**src/rtl/freq_counter_pkg.sv**
```systemverilog
// Shared types and constants for the frequency counter gate/sequencing logic.
package freq_counter_pkg;

   typedef enum logic [1:0] {
      CLEAR = 2'd0,
      GATE  = 2'd1,
      LATCH = 2'd2
   } gate_state_t;

   localparam int unsigned BCD_WIDTH           = 4;
   localparam int unsigned DEFAULT_DIGITS      = 6;
   localparam int unsigned DEFAULT_GATE_CYCLES = 10_000_000;

endpackage

```
**src/rtl/signal_edge_sync.sv**
```systemverilog
// Two-flop synchroniser for the measured signal followed by a registered
// rising-edge detector; edge_pulse is high for one clk_in cycle per rise.
module signal_edge_sync (
   input  logic clk_in,
   input  logic reset_in,
   input  logic signal_in,
   output logic edge_pulse
);

   logic sync1_q;
   logic sync2_q;
   logic prev_q;
   logic edge_q;

   always_ff @(posedge clk_in) begin
      if (reset_in) begin
         sync1_q <= 1'b0;
         sync2_q <= 1'b0;
         prev_q  <= 1'b0;
         edge_q  <= 1'b0;
      end else begin
         sync1_q <= signal_in;
         sync2_q <= sync1_q;
         prev_q  <= sync2_q;
         edge_q  <= sync2_q & ~prev_q;
      end
   end

   assign edge_pulse = edge_q;

endmodule

```
**src/rtl/freq_gate_controller.sv**
```systemverilog
// Gate window sequencer: clears the digit chain, counts synchronised edges for
// GATE_CYCLES cycles, then latches the BCD digits behind a valid/ready port.
module freq_gate_controller
   import freq_counter_pkg::*;
#(
   parameter int unsigned GATE_CYCLES = DEFAULT_GATE_CYCLES,
   parameter int unsigned DIGITS      = DEFAULT_DIGITS
) (
   input  logic                          clk_in,
   input  logic                          reset_in,
   input  logic                          signal_in,
   output logic                          count_reset_out,
   output logic                          count_enable_out,
   output logic                          count_pulse_out,
   input  logic [DIGITS*BCD_WIDTH-1:0]   digits_in,
   input  logic                          overflow_in,
   output logic [DIGITS*BCD_WIDTH-1:0]   result_out,
   output logic                          result_overflow_out,
   output logic                          result_valid_out,
   input  logic                          result_ready_in
);

   localparam int unsigned TIMER_W = (GATE_CYCLES > 1) ? $clog2(GATE_CYCLES) : 1;
   localparam logic [TIMER_W-1:0] TIMER_LOAD = TIMER_W'(GATE_CYCLES - 1);

   gate_state_t                  state_q;
   logic [TIMER_W-1:0]           timer_q;
   logic                         sticky_q;
   logic [DIGITS*BCD_WIDTH-1:0]  result_q;
   logic                         result_ovf_q;
   logic                         valid_q;
   logic                         edge_pulse;

   signal_edge_sync u_edge_sync (
      .clk_in     (clk_in),
      .reset_in   (reset_in),
      .signal_in  (signal_in),
      .edge_pulse (edge_pulse)
   );

   always_ff @(posedge clk_in) begin
      if (reset_in) begin
         state_q      <= CLEAR;
         timer_q      <= '0;
         sticky_q     <= 1'b0;
         result_q     <= '0;
         result_ovf_q <= 1'b0;
         valid_q      <= 1'b0;
      end else begin
         // A LATCH below overrides this, so a coinciding transfer keeps valid high.
         if (valid_q && result_ready_in) begin
            valid_q <= 1'b0;
         end
         case (state_q)
            CLEAR: begin
               timer_q  <= TIMER_LOAD;
               sticky_q <= 1'b0;
               state_q  <= GATE;
            end
            GATE: begin
               if (overflow_in) begin
                  sticky_q <= 1'b1;
               end
               if (timer_q == '0) begin
                  state_q <= LATCH;
               end else begin
                  timer_q <= timer_q - 1'b1;
               end
            end
            LATCH: begin
               result_q     <= digits_in;
               result_ovf_q <= sticky_q | overflow_in;
               valid_q      <= 1'b1;
               state_q      <= CLEAR;
            end
            default: begin
               state_q <= CLEAR;
            end
         endcase
      end
   end

   // Chain reset follows reset_in immediately so the digits clear with the controller.
   assign count_reset_out     = reset_in | (state_q == CLEAR);
   assign count_enable_out    = ~reset_in & (state_q == GATE);
   assign count_pulse_out     = ~reset_in & (state_q == GATE) & edge_pulse;
   assign result_out          = result_q;
   assign result_overflow_out = result_ovf_q;
   assign result_valid_out    = valid_q;

endmodule
```
**config.mk**
```make
export PLATFORM = sky130hd
export DESIGN_NAME = freq_gate_controller
export DESIGN_NICKNAME = d
export VERILOG_FILES = /design/src/rtl/freq_counter_pkg.sv /design/src/rtl/signal_edge_sync.sv /design/src/rtl/freq_gate_controller.sv
export SDC_FILE = /design/constraint.sdc
export NUM_CORES = 1
export LEC_CHECK = 0
export CAP_MARGIN = 5
export CORE_ASPECT_RATIO = 1.1
export CORE_UTILIZATION = 25
export CTS_CLUSTER_SIZE = 40
export DETAILED_ROUTE_END_ITERATION = 8
export SLEW_MARGIN = 5
export SYNTH_ARGS = -nofsm -noshare
export SYNTH_HDL_FRONTEND = slang
export SYNTH_HIERARCHICAL = 1
export SYNTH_SLANG_ARGS = --single-unit
```
**constraint.sdc**
```tcl
create_clock -name clk_in -period 6 [get_ports clk_in]
set_clock_uncertainty 0.05 [all_clocks]
set_input_delay 1.2 -clock clk_in [delete_from_list [all_inputs] [get_ports clk_in]]
set_output_delay 1.2 -clock clk_in [all_outputs]
set_load 0.05 [all_outputs]
```
Yosys cells after proc, flatten, opt, wreduce, memory -nomap -nowiden
Cells that the tools add are included.
{"block": "classes", "add_sub_neg": 1, "eq_ne": 5, "muxes": 8, "bitwise": 7, "reduce_logical": 7}
{"op": "one-hot mux 24 bit (2 select lines)", "count": 1}
{"op": "zero test 24 bit", "count": 1}
{"op": "two-way mux 24 bit", "count": 1}
{"op": "subtractor 24 x 1 -> 24 bit (second input constant)", "count": 1}
{"op": "inequality test 2 bit (second input constant)", "count": 3}
{"op": "one-hot mux 2 bit (2 select lines)", "count": 1}
{"op": "AND reduction 2 bit", "count": 2}
{"op": "nonzero test 2 bit", "count": 2}
{"op": "bitwise AND 1 bit", "count": 3}
{"op": "two-way mux 1 bit", "count": 3}
{"op": "equality test 2 x 1 -> 1 bit (second input constant)", "count": 1}
{"op": "equality test 2 bit (second input constant)", "count": 1}
{"op": "zero test 2 bit", "count": 1}
{"op": "two-way mux 2 bit", "count": 1}
{"op": "NOT 1 bit", "count": 2}
{"op": "OR 1 bit", "count": 2}
{"op": "one-hot mux 1 bit (2 select lines)", "count": 1}
{"op": "logical AND 1 bit", "count": 1}
{"block": "word_totals", "ff_bits": 57, "inputBits": 29, "out_inout_bits": 29, "word_cells": 38}

Depth between registers and ports, before layout
Gate-level depths: netlist (run 1).
{"block": "depth", "ltp_word": 3, "ltp_mapped": 9, "mapped_depth_nobuf": 7}

Hierarchy
Netlist (run 1), hierarchy kept.
{"module": "freq_gate_controller", "instances": 1, "cells_per_inst": 277, "area_each_um2": 2316.0, "seq_area_each_um2": 1061.0}
{"module": "signal_edge_sync", "instances": 1, "cells_per_inst": 8, "area_each_um2": 111.4, "seq_area_each_um2": 80.1}

Least setup slack after synthesis (run 1)
No wires, ideal clock.
{"block": "synth_timing", "kind": "input -> output", "startpoint": "input port reset_in", "endpoint": "output port count_pulse_out", "arrival_ns": 2.621, "required_time_ns": 4.750, "setup_slack_ns": 2.129, "stages": 3, "n_path_buf": 1, "cell_sequence": "clkbuf_1 > nor2_1 > and2_1"}
{"block": "synth_via", "elab_chain_cells": 3}
{"element": "from (decl)", "line": "freq_gate_controller.sv:10", "text": "input logic reset_in,"}
{"element": "NOT 1 bit"}
{"element": "bitwise AND 1 bit"}
{"element": "named net count_enable_out", "line": "freq_gate_controller.sv:13", "text": "output logic count_enable_out,"}
{"element": "bitwise AND 1 bit", "line": "freq_gate_controller.sv:86", "text": "assign count_pulse_out = ~reset_in & (state_q == GATE) & edge_pulse;"}
{"element": "to (decl)", "line": "freq_gate_controller.sv:14", "text": "output logic count_pulse_out,"}
The timed path passes the listed nets, and every way through them passes these cells.

Worst setup path after layout (run 1)
{"block": "layout_timing", "startpoint": "input port reset_in", "endpoint": "output port count_reset_out"}
{"block": "layout_via", "elab_chain_cells": 1}
{"element": "OR 1 bit", "line": "freq_gate_controller.sv:84", "text": "assign count_reset_out = reset_in | (state_q == CLEAR);"}
{"element": "to (decl)", "line": "freq_gate_controller.sv:12", "text": "output logic count_reset_out,"}
Every way passes these cells.

==> results of run 1 <==
## cell usage in the layout, fill, tap and decap left out, drive strengths merged, types with 2 or more instances in the layout
cell            n
dfxtp          57
clkdlybuf4s50  56
nand2          56
a21oi          34
nor2           17
clkbuf         13
or4            13
a31oi           9
or3             8
nor3            7
inv             6
o31ai           5
o21ai           5
nand2b          4
a311oi          4
nor3b           4
or2             3
nand3           3
a211oi          3
nor2b           3
nor4            3
buf             3
o311ai          2
nand4b          2
o211ai          2
nand4           2
nand3b          2
a221oi          2
ha              2
## final timing paths
kind,startpoint,to,slack [ns],cells past startpoint
worst min-delay path,u_edge_sync/prev_q,u_edge_sync/edge_pulse,0.36,1
worst min register to register,u_edge_sync/prev_q,u_edge_sync/edge_pulse,0.36,1
worst max register to register,timer_q[8],timer_q[18],3.35,5
worst max-delay path,reset_in,count_reset_out,1.93,4
## state kept, by name (all words and copies together), names as in the netlist
| signal | flops |
|---|---|
| result_out | 24 |
| result_overflow_out | 1 |
| result_valid_out | 1 |
| state_q | 2 |
| sticky_q | 1 |
| timer_q | 24 |
| u_edge_sync/edge_pulse | 1 |
| u_edge_sync/prev_q | 1 |
| u_edge_sync/sync1_q | 1 |
| u_edge_sync/sync2_q | 1 |
## worst reg2reg max path, stage by stage (launching register included)
cell,delay (ns)
dfxtp_1,0.35
or4_4,0.58
nor2_1,0.54
a31o_1,0.67
o311ai_0,0.23
a21oi_1,0.16
## per-layer routing
metal,global-route usage,routed length [µm],vias up
li1,-,-,1135
met1,0.1486,2686,1023
met2,0.1888,2647,56
met3,0.04906,370,10
met4,0.05650,115,0
met5,0,0,-
## metrics by stage
step	hold slack, ns	worst slack, ns	cell area (µm²)
after global routing	0.3866	1.805	3291
after floorplan	0.3368	2.129	2427
after detailed placement	0.3505	1.910	3077
after CTS	0.3591	1.912	3291
after global placement	0.3448	1.942	3077
final	0.3553	1.929	3291
## final cells by class
type,instances,share of cell area
clock buffer,13,0.05437
clock inverter,2,0.01065
inverter,6,0.006844
multi-input combinational,205,0.3605
sequential,57,0.3468
tap,117,0.04449
timing repair buffer,59,0.1764
## cells by family (layout without fill, tap and decap cells)
logic type                 after synthesis  count (layout)  share of synthesized area
adders and majority gates                2               2                    0.01031
muxes                                    2               2                   0.008763
AOI/OAI and AO/OA                       72              72                     0.1887
DFF                                     57              57                     0.4701
buffers and inverters                   23              80                    0.04123
and+or+nand+nor                        129             129                     0.2809
## power by group
part / switching (W) / internal (W) / leakage (nW)
sequential: 0.00000935 / 0.000389 / 0.465
combinational: 0.0000406 / 0.0000377 / 0.520
clock: 0.000146 / 0.000234 / 0.112
==> results.md, run 1 <==
- Status: complete, no violations
- Syn. warnings: 6
- # nets final: 369
- Worst setup EP type: primary output
- Pwr/cell area: 260.4 nW/µm²
- Initial Util: 0.2583
- Post-DR wirelength/cell: 12.68 µm
- Slowest cell delay on critical path: 0.85 ns
- Leak Pwr: 1.096 nW
- Gr ovfl total: 0
- Synthesized area per cell: 8.517 µm²
- Post-synth cell types: 47
- WP data required: 4.75 ns
- Final WL: 5820 µm
- Most common cell in the netlist: dfxtp_1
- Vias: 2,224
- Ys async rst share: 0
- Detail Route Antenna Nets: 0
- Largest net degree at the start of global routing: 30
- Clock tree buffer depth: 2
- Ports: 58
- Worst-Margin Slew: 1.029 ns
- # fillers: 975
- CTS Buf Count: 9
- Crit Path Class: in -> out
- Die area: 10,110 µm²
- Row cnt: 37
- Post-Synthesis Cell Area: 2427 µm²
- Layout cell share with drive strength beyond 1: 0.09064
- Final hold violation count: 0
- Worst EP arrival: 2.82 ns
- Post-synthesis sequential area ratio: 0.4701
- Cell Chain, Critical Path: buf_2 -> nor2_1 -> inv_1 -> clkdlybuf4s50_1
- Syn-to-layout area delta: 35.57%
- Power Total: 0.0008569 W
- Register bit total from synthesis: 57
- Commonest cells in the synthesized netlist: dfxtp_1, nand2_1, a21oi_1
- Final Critical Period: 4.071 ns
- Max Cap Viol: 0
- Dpl hpwl: 3960 µm
- Core area: 9398 µm²
- Gr usage total: 0.1229
- Slowest cell on crit path: clkdlybuf4s50_1
- Die Span Y: 105.3 µm
- Die X: 95.95 µm
- Final setup violation count: 0
- Main synth FF type: dfxtp_1
- 1st-iter DRT viols: 103
- Mapped Nets: 316
- Multi-input gate area: 1186 µm²
- Max-slew violation count: 0
- FF/Latch Area: 1141 µm²
- Via density: 4.845
- Cts repair resizes: 0
- Post-layout util: 0.3502
- CTS tree: built
- CTS sink cnt: 57
- Share of the synthesized area in the top cell type: 0.4701
- Final period utilization: 0.6786
- CTS root buffer: clkbuf_8
- Hold WC Path Type: reg -> reg
- Finished Layout Cells: 459
- CP max FO: 25
- Global-route wire length before repair: 9597 µm
- F_max: 245.6 MHz
- CTS clk-pin slew, worst paths: 0.06 ns
- Slew HR: 0.3141
- DRC: 0
- Drt first pass iters: 4
- Cell count after placement: 444
- Vias in the first global route: 2,111
- RSZ-0062 raised after global routing: false
- Setup TNS: 0 ns
- Leading area contributor after synthesis: dfxtp_1
- Cell family with most CP delay: buffers and inverters
- Initial antenna violation count: 0
- GPL Wtd Cong: 0.8050
- Number of synthesized flops with an enable pin: 0
- Crit path buf inv count: 3
- IO Port Bufs: 57
- Worst-skew pair later-pin latency: 0.33 ns
- H-tree Lvls: 3
- Worst VDD drop: 0.1313 mV
- Mapped Cells: 285
- CTS Hold Bufs: 0
- Antenna diodes: 0
- Postcts setup bufs: 0
- CP Launch Type: primary input
- Synth area leaders: dfxtp_1, nand2_1, a21oi_1, or4_1, nor2_1
No activity file was read; power rests on OpenSTA's default activity.
==> inputs of run 2 (changes only) <==
clock period = 3.8 ns   (was 6 ns; I/O delays follow)
==> results.md, run 2 (same netlist as run 1, synthesis figures left out) <==
- Status: complete, no violations (unchanged)
- Dpl hpwl: 3940 µm (was 3960 µm)
- Initial Util: 0.2583 (unchanged)
- Worst r2r dst: timer_q[18] (unchanged)
- 1st-iter DRT viols: 132 (was 103)
- Global-route wire length before repair: 9798 µm (was 9597 µm)
- CP max FO: 9 (was 25)
- Via density: 4.865 (was 4.845)
- Worst setup EP type: primary output (unchanged)
- Core area: 9398 µm² (unchanged)
- RSZ-0062 raised after global routing: false (unchanged)
- CTS sink cnt: 57 (unchanged)
- CTS root buffer: clkbuf_8 (unchanged)
- Final Critical Period: 2.910 ns
- Max-slew violation count: 0 (unchanged)
- IO Port Bufs: 57 (unchanged)
- Initial antenna violation count: 0 (unchanged)
- Final WL: 5761 µm (was 5820 µm)
- Clock tree buffer depth: 2 (unchanged)
- Setup ws final: 0.8899 ns (was 1.929 ns)
- Reg2reg path depth: 5 (unchanged)
- Gr usage total: 0.1242 (was 0.1229)
- # nets final: 369 (unchanged)
- CTS tree: built (unchanged)
- Ports: 58 (unchanged)
- Final setup violation count: 0 (unchanged)
- Pwr/cell area: 384.5 nW/µm² (was 260.4 nW/µm²)
- Postcts setup bufs: 0 (unchanged)
- Commonest non-fill, non-tap cells in the layout: dfxtp_1, nand2_1, clkdlybuf4s50_1 (was dfxtp_1, clkdlybuf4s50_1, nand2_1)
- Row cnt: 37 (unchanged)
- Final period utilization: 0.7658
- Largest net degree at the start of global routing: 53 (was 30)
- Slew HR: 0.3573 (was 0.3141)
- Worst r2r src: timer_q[8] (unchanged)
- Post-DR wirelength/cell: 12.52 µm (was 12.68 µm)
- FF/Latch Area: 1141 µm² (unchanged)
- Worst Setup SP: state_q[0] (was reset_in)
- Syn-to-layout area delta: 33.81% (was 35.57%)
- Power Total: 0.001249 W (was 0.0008569 W)
- Placed cell areas: 3074 µm² (was 3077 µm²)
- Commonest non-fill, non-tap cell in the layout: dfxtp_1 (unchanged)
- Die X: 95.95 µm (unchanged)
- Worst EP arrival: 2.10 ns (was 2.82 ns)
- Setup WS pre-CTS: 1.049 ns (was 1.910 ns)
- CTS Hold Bufs: 0 (unchanged)
- CTS clk-pin slew, worst paths: 0.06 ns (about the same)
- Layout cell share with drive strength beyond 1: 0.09038 (was 0.09064)
- # fillers: 976 (was 975)
- Hold WC Path Type: reg -> reg (unchanged)
- Leak Pwr: 1.078 nW (was 1.096 nW)
- Multi-input gate area: 1186 µm² (unchanged)
- CTS Buf Count: 9 (unchanged)
- Drt first pass iters: 4 (unchanged)
- Die area: 10,110 µm² (unchanged)
- Vias: 2,238 (was 2,224)
- Crit Path Class: reg -> out (was in -> out)
- Worst-Margin Slew: 0.9641 ns (was 1.029 ns)
- Die Span Y: 105.3 µm (unchanged)
- Gr ovfl total: 0 (unchanged)
- F_max: 343.6 MHz
- Detail Route Antenna Nets: 0 (unchanged)
- Cts repair resizes: 0 (unchanged)
- GPL Wtd Cong: 0.7827 (was 0.8050)
- Final hold violation count: 0 (unchanged)
- Worst-skew pair later-pin latency: 0.33 ns (about the same)
- Critical Path End: count_pulse_out (was count_reset_out)
- CP Launch Type: flop (was primary input)
- Reg2Reg Setup Slack: 1.20 ns (was 3.35 ns)
- Final instance area: 3248 µm² (was 3291 µm²)
- Worst VDD drop: 0.1807 mV (was 0.1313 mV)
- DRC: 0 (unchanged)
- Vias in the first global route: 2,143 (was 2,111)
- Antenna diodes: 0 (unchanged)
- WP data required: 2.99 ns (was 4.75 ns)
- H-tree Lvls: 3 (unchanged)
- Setup TNS: 0 ns (unchanged)
- Max Cap Viol: 0 (unchanged)
-- run 2: layer usage --
metal / part of all wire / track usage
met5: 0 / 0
met4: 0.021 / 0.05544
met3: 0.057 / 0.04762
met2: 0.48 / 0.2000
met1: 0.45 / 0.1440
-- run 2: worst max-delay path: stages (launching register included) --
cell             delay, ns
dfxtp_1               0.49
nand2b_1              0.21
nor2_1                0.15
and2_1                0.13
clkdlybuf4s50_1       0.79
-- run 2: cell type report --
cell class | count | share of cell area
Clock buffer | 13 | 0.04892
Clock inverter | 3 | 0.004622
Inverter | 6 | 0.006934
Multi-Input combinational cell | 205 | 0.3652
Sequential cell | 57 | 0.3513
Tap cell | 117 | 0.04507
Timing Repair Buffer | 59 | 0.1780
-- run 2: how the worst min path moves through the flow --
| stage | slack, ns | depth (start not counted) | from | to |
|---|---|---|---|---|
| after floorplan | 0.34 | 1 | u_edge_sync/prev_q | u_edge_sync/edge_pulse |
| after global placement | 0.34 | 1 | u_edge_sync/prev_q | u_edge_sync/edge_pulse |
| after detailed placement | 0.35 | 1 | u_edge_sync/prev_q | u_edge_sync/edge_pulse |
| after CTS | 0.36 | 1 | u_edge_sync/prev_q | u_edge_sync/edge_pulse |
| after global routing | 0.37 | 1 | u_edge_sync/prev_q | u_edge_sync/edge_pulse |
| final | 0.35 | 1 | u_edge_sync/prev_q | u_edge_sync/edge_pulse |
-- run 2: where the power goes --
part / switching (W) / leakage (nW) / total (W) / internal (W)
clock: 0.000229 / 0.0932 / 0.000498 / 0.000269
sequential: 0.0000146 / 0.465 / 0.000628 / 0.000614
combinational: 0.0000634 / 0.520 / 0.000123 / 0.0000593
-- run 2: stage by stage --
stage	hold slack (ns)	std cells	utilization
after floorplan	0.3368	285	-
after global routing	0.3734	460	0.3456
after global placement	0.3449	444	0.3271
after CTS	0.3569	460	0.3456
final	0.3533	460	0.3456
after detailed placement	0.3534	444	0.3271
==> inputs of run 3 (changes only) <==
clock period = 2.99 ns   (was 3.8 ns; I/O delays follow)
==> results.md, run 3 (same netlist as run 1, synthesis figures left out) <==
- Status: complete, no violations (unchanged)
- Die X: 95.95 µm (unchanged)
- Reg2reg path depth: 5 (unchanged)
- Worst VDD drop: 0.3212 mV (was 0.1807 mV)
- Slowest cell on crit path: a31o_1 (was clkdlybuf4s50_1)
- Slowest cell delay on critical path: 0.62 ns (was 0.79 ns)
- Cell Chain, Critical Path: or4_4 -> nor4_2 -> a31o_1 -> o311ai_0 -> a21oi_1 (was nand2b_1 -> nor2_1 -> and2_1 -> clkdlybuf4s50_1)
- # nets final: 371 (was 369)
- Postcts setup bufs: 0 (unchanged)
- Vias: 2,259 (was 2,238)
- Pwr/cell area: 517.0 nW/µm² (was 384.5 nW/µm²)
- Core area: 9398 µm² (unchanged)
- Max-slew violation count: 0 (unchanged)
- Worst Hold Depth: 1 (unchanged)
- GPL Wtd Cong: 0.8638 (was 0.7827)
- Cell family with most CP delay: simple AND/OR/NAND/NOR gates (was buffers and inverters)
- CTS clk-pin slew, worst paths: 0.07 ns (was 0.06 ns)
- Max Cap Viol: 0 (unchanged)
- Antenna diodes: 0 (unchanged)
- F_max: 416.4 MHz
- # fillers: 972 (was 976)
- Worst r2r dst: timer_q[18] (unchanged)
- Final WL: 5783 µm (was 5761 µm)
- Largest net degree at the start of global routing: 40 (was 53)
- CTS Buf Count: 9 (unchanged)
- Die area: 10,110 µm² (unchanged)
- Final setup violation count: 0 (unchanged)
- Drt first pass iters: 4 (unchanged)
- WP data required: 3.21 ns (was 2.99 ns)
- Setup TNS: 0 ns (unchanged)
- Initial antenna violation count: 0 (unchanged)
- Final Critical Period: 2.401 ns
- Worst Hold Path EP: u_edge_sync/edge_pulse (unchanged)
- H-tree Lvls: 3 (unchanged)
- Syn-to-layout area delta: 36.13% (was 33.81%)
- CTS root buffer: clkbuf_8 (unchanged)
- CTS sink cnt: 57 (unchanged)
- Commonest non-fill, non-tap cell in the layout: dfxtp_1 (unchanged)
- Via density: 4.890 (was 4.865)
- Crit path buf inv count: 0 (was 1)
- Worst r2r src: timer_q[16] (was timer_q[8])
- Row cnt: 37 (unchanged)
- Reg2Reg Setup Slack: 0.59 ns (was 1.20 ns)
- Final hold violation count: 0 (unchanged)
- Slew HR: 0.3595 (was 0.3573)
- Dpl hpwl: 3950 µm (was 3940 µm)
- Post-DR wirelength/cell: 12.52 µm (about the same)
- Initial Util: 0.2583 (unchanged)
- Worst-Margin Slew: 0.9608 ns (was 0.9641 ns)
- Vias in the first global route: 2,218 (was 2,143)
- Commonest non-fill, non-tap cells in the layout: dfxtp_1, nand2_1, clkdlybuf4s50_1 (unchanged)
- Leak Pwr: 1.111 nW (was 1.078 nW)
- DRC: 0 (unchanged)
- Final instance area: 3304 µm² (was 3248 µm²)
- Layout cell share with drive strength beyond 1: 0.1014 (was 0.09038)
- Worst EP arrival: 2.62 ns (was 2.10 ns)
- Hold_sp: u_edge_sync/prev_q (unchanged)
- Placed cell areas: 3097 µm² (was 3074 µm²)
- Detail Route Antenna Nets: 0 (unchanged)
- CTS Hold Bufs: 0 (unchanged)
- Ports: 58 (unchanged)
- Clock tree buffer depth: 2 (unchanged)
- Gr usage total: 0.1258 (was 0.1242)
- CP Launch Type: flop (unchanged)
- 1st-iter DRT viols: 171 (was 132)
- CTS tree: built (unchanged)
- CP max FO: 20 (was 9)
- Final period utilization: 0.8032
- Hold WC Path Type: reg -> reg (unchanged)
- RSZ-0062 raised after global routing: false (unchanged)
- Worst-skew pair later-pin latency: 0.33 ns (about the same)
- Gr ovfl total: 0 (unchanged)
- CP Depth: 5 (was 4)
- Die Span Y: 105.3 µm (unchanged)
- Global-route wire length before repair: 9894 µm (was 9798 µm)
- IO Port Bufs: 57 (unchanged)
- Worst setup EP type: flop (was primary output)
- Cts repair resizes: 0 (unchanged)
- Crit Path Class: reg -> reg (was reg -> out)
[run 3: changes by cell type in the layout (fill, tap and decap cells not counted)]
| cell | delta |
|---|---|
| buf_12 | +1 |
| buf_4 | +3 |
| bufinv_16 | +1 |
| clkbuf_8 | +1 |
| clkdlybuf4s50_1 | -2 |
| clkinv_2 | -2 |
[run 3: worst max-delay path by stage]
stage,start,to,slack (ns)
after floorplan,reset_in,count_pulse_out,0.32
after global placement,timer_q[16],timer_q[18],0.69
after detailed placement,timer_q[16],timer_q[18],0.64
after CTS,timer_q[16],timer_q[18],0.62
after global routing,timer_q[16],timer_q[18],0.40
final,timer_q[16],timer_q[18],0.59
[run 3: metrics by stage]
| stage | worst slack, ns | utilization | cells | hold slack [ns] | total power, W |
|---|---|---|---|---|---|
| CTS | 0.6155 | 0.3516 | 462 | 0.3601 | 0.001726 |
| detailed placement | 0.6369 | 0.3295 | 446 | 0.3511 | 0.0009763 |
| global route | 0.4030 | 0.3516 | 462 | 0.3792 | 0.001786 |
| finish | 0.5885 | 0.3516 | 462 | 0.3541 | 0.001709 |
| global placement | 0.6891 | 0.3295 | 446 | 0.3492 | 0.0009735 |
| floorplan | 0.3228 | - | 285 | 0.3368 | 0.0009093 |
[run 3: layout make-up]
class | instances | area [µm²] | area share
clock buffers | 14 | 172.7 | 0.05225
well taps | 117 | 146.4 | 0.04430
clock inverters | 2 | 35.03 | 0.01060
repair buffers | 61 | 600.6 | 0.1817
flip-flops and latches | 57 | 1141 | 0.3453
multi-input cells | 205 | 1186 | 0.3590
inverters | 6 | 22.52 | 0.006816
[run 3: per-layer routing]
layer	track usage	up-vias	share of wire
met5	0	-	0
met4	0.06290	0	0.022
met1	0.1514	1036	0.45
li1	-	1142	-
met2	0.1964	71	0.46
met3	0.04329	10	0.066
[run 3: worst reg2reg max path: stages, from the launching register on]
cell	delay (ns)
dfxtp_1	0.34
or4_4	0.58
nor4_2	0.39
a31o_1	0.62
o311ai_0	0.22
a21oi_1	0.14
[run 3: power by group]
group          internal [W]  switching (W)
clock              0.000453       0.000295
combinational     0.0000797      0.0000822
sequential         0.000780      0.0000188
total               0.00131       0.000397
